### config.mk
export PLATFORM = sky130hd
export DESIGN_NAME = sigmoid_rr_scheduler_flat
export DESIGN_NICKNAME = d
export VERILOG_FILES = /design/src/rtl/sigmoid_rr_scheduler_if.sv /design/src/rtl/sigmoid_rr_scheduler.sv /design/src/flat_wrapper.sv
export SDC_FILE = /design/constraint.sdc
export NUM_CORES = 1
export LEC_CHECK = 0
export BUFFER_PORTS_ARGS = -buffer_cell sky130_fd_sc_hd__buf_2
export CORE_MARGIN = 2
export CORE_UTILIZATION = 40
export CTS_CLUSTER_DIAMETER = 150
export CTS_CLUSTER_SIZE = 24
export DETAILED_ROUTE_END_ITERATION = 8
export PLACE_DENSITY = 0.72
export SETUP_SLACK_MARGIN = 0.05
export SLEW_MARGIN = 20
export SYNTH_ARGS = -nofsm -noshare
export SYNTH_HDL_FRONTEND = slang
export SYNTH_SLANG_ARGS = --single-unit
### constraint.sdc
create_clock -name clk -period 4 [get_ports clk]
set_clock_uncertainty 0.15 [all_clocks]
set_input_delay 0 -clock clk [delete_from_list [all_inputs] [get_ports clk]]
set_output_delay 0 -clock clk [all_outputs]
set_load 0.02 [all_outputs]
### src/rtl/sigmoid_rr_scheduler_if.sv
// Requester-side bundle: operand handshake toward the scheduler and the shared result bus back.
interface sigmoid_rr_scheduler_if #(
  parameter int N_REQ = 4,
  parameter int DW    = 16
);
  logic [N_REQ-1:0]    req_valid;
  logic [N_REQ-1:0]    req_ready;
  logic [N_REQ*DW-1:0] req_data;
  logic [N_REQ-1:0]    resp_valid;
  logic [DW-1:0]       resp_data;

  modport master (
    output req_valid, req_data,
    input  req_ready, resp_valid, resp_data
  );

  modport slave (
    input  req_valid, req_data,
    output req_ready, resp_valid, resp_data
  );
endinterface

### src/rtl/sigmoid_rr_scheduler.sv
// Round-robin front end sharing one pipelined sigmoid datapath between N_REQ requesters,
// with a requester-ID tag line matched to the datapath latency and a sticky alignment check.
module sigmoid_rr_scheduler #(
  parameter int N_REQ   = 4,
  parameter int LATENCY = 5,
  parameter int DW      = 16
) (
  input  logic                  clk,
  input  logic                  rst,
  input  logic                  enable,
  sigmoid_rr_scheduler_if.slave req_if,
  output logic                  sig_valid_in,
  output logic [DW-1:0]         sig_data_in,
  input  logic                  sig_valid_out,
  input  logic [DW-1:0]         sig_data_out,
  output logic                  busy,
  output logic                  align_err
);

  localparam int IDW = $clog2(N_REQ);
  localparam int CW  = $clog2(LATENCY + 3);

  typedef struct packed {
    logic           v;
    logic [IDW-1:0] id;
  } tag_t;

  logic [IDW-1:0]   r_last;
  logic [IDW-1:0]   w_winner;
  logic [IDW-1:0]   w_idx;
  logic             w_found;
  logic [N_REQ-1:0] w_grant;
  logic             w_hs;
  logic [DW-1:0]    w_win_data;

  logic             r_sig_valid_in;
  logic [DW-1:0]    r_sig_data_in;
  tag_t             r_tag [0:LATENCY];
  tag_t             w_tag_out;
  logic             w_capture;
  logic             w_mismatch;
  logic             w_drop;

  logic [N_REQ-1:0] r_resp_valid;
  logic [DW-1:0]    r_resp_data;
  logic             r_align_err;
  logic [CW-1:0]    r_cnt;
  logic             w_dec;

  // Search starts one past the last winner, so the previous winner has lowest priority.
  always_comb begin
    w_found  = 1'b0;
    w_winner = '0;
    w_idx    = '0;
    for (int unsigned k = 1; k <= N_REQ; k++) begin
      w_idx = IDW'((32'(r_last) + k) % 32'(N_REQ));
      if (!w_found && req_if.req_valid[w_idx]) begin
        w_found  = 1'b1;
        w_winner = w_idx;
      end
    end
  end

  always_comb begin
    w_grant = '0;
    if (rst && enable && w_found) begin
      w_grant[w_winner] = 1'b1;
    end
  end

  assign w_hs             = |w_grant;
  assign w_win_data       = req_if.req_data[w_winner*DW +: DW];
  assign req_if.req_ready = w_grant;

  always_ff @(posedge clk or negedge rst) begin
    if (!rst) begin
      r_last         <= IDW'(N_REQ - 1);
      r_sig_valid_in <= 1'b0;
      r_sig_data_in  <= '0;
    end else begin
      r_sig_valid_in <= w_hs;
      if (w_hs) begin
        r_last        <= w_winner;
        r_sig_data_in <= w_win_data;
      end
    end
  end

  assign sig_valid_in = r_sig_valid_in;
  assign sig_data_in  = r_sig_data_in;

  // Stage 0 loads alongside sig_valid_in; LATENCY further stages bring the tag out
  // in the same cycle the datapath presents sig_valid_out.
  always_ff @(posedge clk or negedge rst) begin
    if (!rst) begin
      for (int unsigned i = 0; i <= LATENCY; i++) begin
        r_tag[i] <= '0;
      end
    end else begin
      r_tag[0] <= '{v: w_hs, id: w_winner};
      for (int unsigned i = 1; i <= LATENCY; i++) begin
        r_tag[i] <= r_tag[i-1];
      end
    end
  end

  assign w_tag_out  = r_tag[LATENCY];
  assign w_capture  = w_tag_out.v & sig_valid_out;
  assign w_mismatch = w_tag_out.v ^ sig_valid_out;
  assign w_drop     = w_tag_out.v & ~sig_valid_out;

  always_ff @(posedge clk or negedge rst) begin
    if (!rst) begin
      r_resp_valid <= '0;
      r_resp_data  <= '0;
      r_align_err  <= 1'b0;
    end else begin
      r_resp_valid <= '0;
      if (w_capture) begin
        r_resp_valid <= N_REQ'(1) << w_tag_out.id;
        r_resp_data  <= sig_data_out;
      end
      if (w_mismatch) begin
        r_align_err <= 1'b1;
      end
    end
  end

  assign req_if.resp_valid = r_resp_valid;
  assign req_if.resp_data  = r_resp_data;
  assign align_err         = r_align_err;

  // Only a lost tagged op retires early; a stray datapath valid owns no count.
  assign w_dec = (|r_resp_valid) | w_drop;

  always_ff @(posedge clk or negedge rst) begin
    if (!rst) begin
      r_cnt <= '0;
    end else if (w_hs && !w_dec) begin
      r_cnt <= r_cnt + CW'(1);
    end else if (!w_hs && w_dec) begin
      r_cnt <= r_cnt - CW'(1);
    end
  end

  assign busy = (r_cnt != '0);

endmodule

### src/flat_wrapper.sv
// flat-port wrapper written by rule: the top's interface ports become plain ports
module sigmoid_rr_scheduler_flat 
#(
  parameter int N_REQ   = 4,
  parameter int LATENCY = 5,
  parameter int DW      = 16
)
  (clk, rst, enable, sig_valid_in, sig_data_in, sig_valid_out, sig_data_out, busy, align_err, req_if_req_valid, req_if_req_data, req_if_req_ready, req_if_resp_valid, req_if_resp_data);
  sigmoid_rr_scheduler_if #(.N_REQ(N_REQ), .DW(DW)) req_if_i ();
  input  logic clk;
  input  logic rst;
  input  logic enable;
  output logic sig_valid_in;
  output logic [DW-1:0] sig_data_in;
  input  logic sig_valid_out;
  input  logic [DW-1:0] sig_data_out;
  output logic busy;
  output logic align_err;
  input wire logic [$bits(req_if_i.req_valid)-1:0] req_if_req_valid;
  input wire logic [$bits(req_if_i.req_data)-1:0] req_if_req_data;
  output wire logic [$bits(req_if_i.req_ready)-1:0] req_if_req_ready;
  output wire logic [$bits(req_if_i.resp_valid)-1:0] req_if_resp_valid;
  output wire logic [$bits(req_if_i.resp_data)-1:0] req_if_resp_data;
  assign req_if_i.req_valid = req_if_req_valid;
  assign req_if_i.req_data = req_if_req_data;
  assign req_if_req_ready = req_if_i.req_ready;
  assign req_if_resp_valid = req_if_i.resp_valid;
  assign req_if_resp_data = req_if_i.resp_data;
  sigmoid_rr_scheduler #(.N_REQ(N_REQ), .LATENCY(LATENCY), .DW(DW)) u_core (.clk(clk), .rst(rst), .enable(enable), .req_if(req_if_i), .sig_valid_in(sig_valid_in), .sig_data_in(sig_data_in), .sig_valid_out(sig_valid_out), .sig_data_out(sig_data_out), .busy(busy), .align_err(align_err));
endmodule
==> results.md <==
- Port Buffers: 130
- Post CTS Setup Buffer Count: 0
- Share of layout cells above drive strength 1: 42.7%
- Starting Density: 41.4%
- Tot Pwr: 2.08 mW
- Tightest Pin Transition: 0.815 ns
- Startpoint types: flip-flop
- Slew headroom: 45.7%
- Yosys reg bits: 60
- RSZ-0062 raised after global routing: false
- Mapped Cells: 200
- CORE AREA: roughly 6300 sq um
- Num CTS Buffers: 9
- Lkg Pwr: 2.15 nW
- Post-Layout Cell Count: 480
- Min Tclk post-route: 3.51 ns
- Vias in the first global route: 2542
- Sink Count: 60
- Wire per inst: 14.3 microns
- Number of remaining DRC errors: 0
- Worst EP required: 4.06 ns
- Total GRT Usage: 20.0%
- Area fraction of the dominant cell type after synthesis: 55.2%
- FILL cells: 489
- Root Buffer Master: clkbuf_8
- Fin nets: 490
- Ys async rst share: between 90% and 100%
- DRT Wirelength: 6880 microns
- CTS tree: yes
- Design Area, Final: between 4000 and 5000 sq um
- Via Count: 2378
- CP max stage cell: dlygate4sd3_1
- Initial antenna violation count: 0
- Via-to-Cell Ratio: 4.95
- Synth cell count leaders: dfrtp_1 (58), mux2i_1 (33), nand2_1 (21)
- Most frequent cell after synthesis: dfrtp_1
- Max rail drop VDD: 307 uV
- Cell variety after synth: 35
- Synthesis-to-layout area growth: 60.1%
- Most area-consuming cells after synthesis: dfrtp_1 (55%), mux2i_1 (13%), mux2_2 (7.3%)
- Final period util: between 80% and 90%
- CP most frequent cell: dlygate4sd3_1
- Placed Area: about 3300 sq um
- IO Pins: between 100 and 150
- Die ar.: ~7200 sq um
- Min setup slack post-route: approximately 0.49 ns
- Die Ht: 85.1 microns
- GRT overflow: 0
- Status: finished clean
- H-tree levels: 3
- Fin util: 66.3%
- Seq. cell area: 1500 sq um
- Crit-path cells: nand3b_1, a31oi_4, buf_4, mux2i_1, dlygate4sd3_1, o221ai_1, dlygate4sd3_1
- Ant diodes: 0
- Worst hold path class: in2reg
- Placement Setup Slack: 1.52 ns
- Top fanout value on the critical path: 28
- Multi-input logic area: 1060 sq um
- Pin count of the biggest net entering global routing: 62
- Area leader, netlist: dfrtp_1
- Peak Freq: 285 MHz
- Critical path class: reg2reg
- Cell count after placement: 398
- 1st-iter DRT viols: 85
- Clk buf depth: 2
- Primary FF master, synth: dfrtp_1
- Row count: 29
- Worst Path Arrival: about 3.6 ns
- Pwr Density: a little under 500 nW/um^2
- Synthesized cell area: 2630 sq um
- Die width: 85.1 microns
- Register clock-pin slew on the reported worst setup and hold paths: 0.07 ns
- RePlAce Congestion: between 0.7 and 0.8
- Syn. warnings: 0
- Max-cap violations: 0
- First-pass GRT wire length: 11200 microns
- Post-synth EDFFs: 0
- CP max stage delay: about 0.6 ns
- # setup viols final: 0
- Setup_tns: 0 ns
- Drt first pass iters: 5
- Crit. End Element: flip-flop
- Final Max Tran Viols: 0
- Syn_nets: 292
- Worst hold slack: 0.0656 ns
- Avg Cell Area, Syn: 13.2 sq um
- Clk_lat worst skew: 0.33 ns
- Post-synthesis sequential area ratio: 57.2%
- Post-route ant nets: 0
- Final Hold Viols: 0
- Hpwl dp: 3970 microns
sequential cells by signal (all words and copies together), names as in the netlist:
register and count:
u_core.r_tag 17, u_core.align_err 1, u_core.r_last 2, u_core.sig_valid_in 1, u_core.req_if.resp_valid 4, u_core.req_if.resp_data 16
u_core.sig_data_in 16, u_core.r_cnt 3
worst max-delay path: cells and delay by family (launching register included):
family / cells / cell delay [ns]
buffers and inverters: 3 / 1.68
DFF: 1 / 0.60
AOI/OAI and AO/OA: 2 / 0.52
muxes: 1 / 0.29
and+or+nand+nor: 1 / 0.14
path summary, 6_finish.rpt:
check	start	to	slack [ns]	cells after the start
min in group asynchronous	rst	u_core.r_cnt[2]$_DFFE_PN0P_	0.27	3
hold / removal	req_if_req_valid[2]	u_core.r_tag[15]$_DFF_PN0_	0.07	3
max in group asynchronous	rst	u_core.req_if.resp_data[9]$_DFFE_PN0P_	2.95	3
setup / recovery	u_core.r_last[1]$_DFFE_PN1P_	u_core.sig_data_in[3]$_DFFE_PN0P_	0.49	7
setup reg to reg	u_core.r_last[1]$_DFFE_PN1P_	u_core.sig_data_in[3]$_DFFE_PN0P_	0.49	7
hold reg to reg	u_core.r_tag[7]$_DFF_PN0_	u_core.r_tag[4]$_DFF_PN0_	0.20	0
layer usage:
metal,vias to the layer above,global-route usage (%),share of wire [%]
met5,-,0,0
met4,0,8.37,2.4
met3,16,8.85,9.0
met2,134,34.9,50
met1,1112,21.0,38
li1,1116,-,-
kinds of logic after synthesis:
family / share of synthesized area (%)
flops: 57.2
mux: 19.8
simple gates: 8.42
compound gates: 8.13
buf+inv: 3.28
fa+ha+maj: 2.19
xor+xnor: 0.999
cells in the final DEF, fill, tap and decap left out, types with 3 or more instances in the layout:
master           n
clkbuf_8        10
nor2_1           8
dlygate4sd3_1   66
dfrtp_1         58
nand2_1         21
buf_2          130
o221ai_1        14
inv_1            3
nand2b_1         4
mux2_2          17
ha_1             3
mux2i_1         33
area by class of cell:
cell class / count / share of cell area [%]
Tap cell: 77 / 2.29
Clock buffer: 12 / 3.45
Clock inverter: 4 / 1.72
Inverter: 3 / 0.267
Sequential cell: 60 / 35.7
Timing Repair Buffer: 198 / 31.5
Multi-Input combinational cell: 126 / 25.1
where the power goes:
group / internal (mW) / switching, mW / leakage, nW
clock: 0.367 / 0.223 / 0.107
combinational: 0.344 / 0.335 / 1.31
sequential: 0.740 / 0.0728 / 0.727
what timing repair did:
item | CTS | global route
hold buffers | 66 | 0
endpoints found under the hold margin | 91 | 0
gates resized for setup | 0 | 0
(Power assumes the default switching activity.)
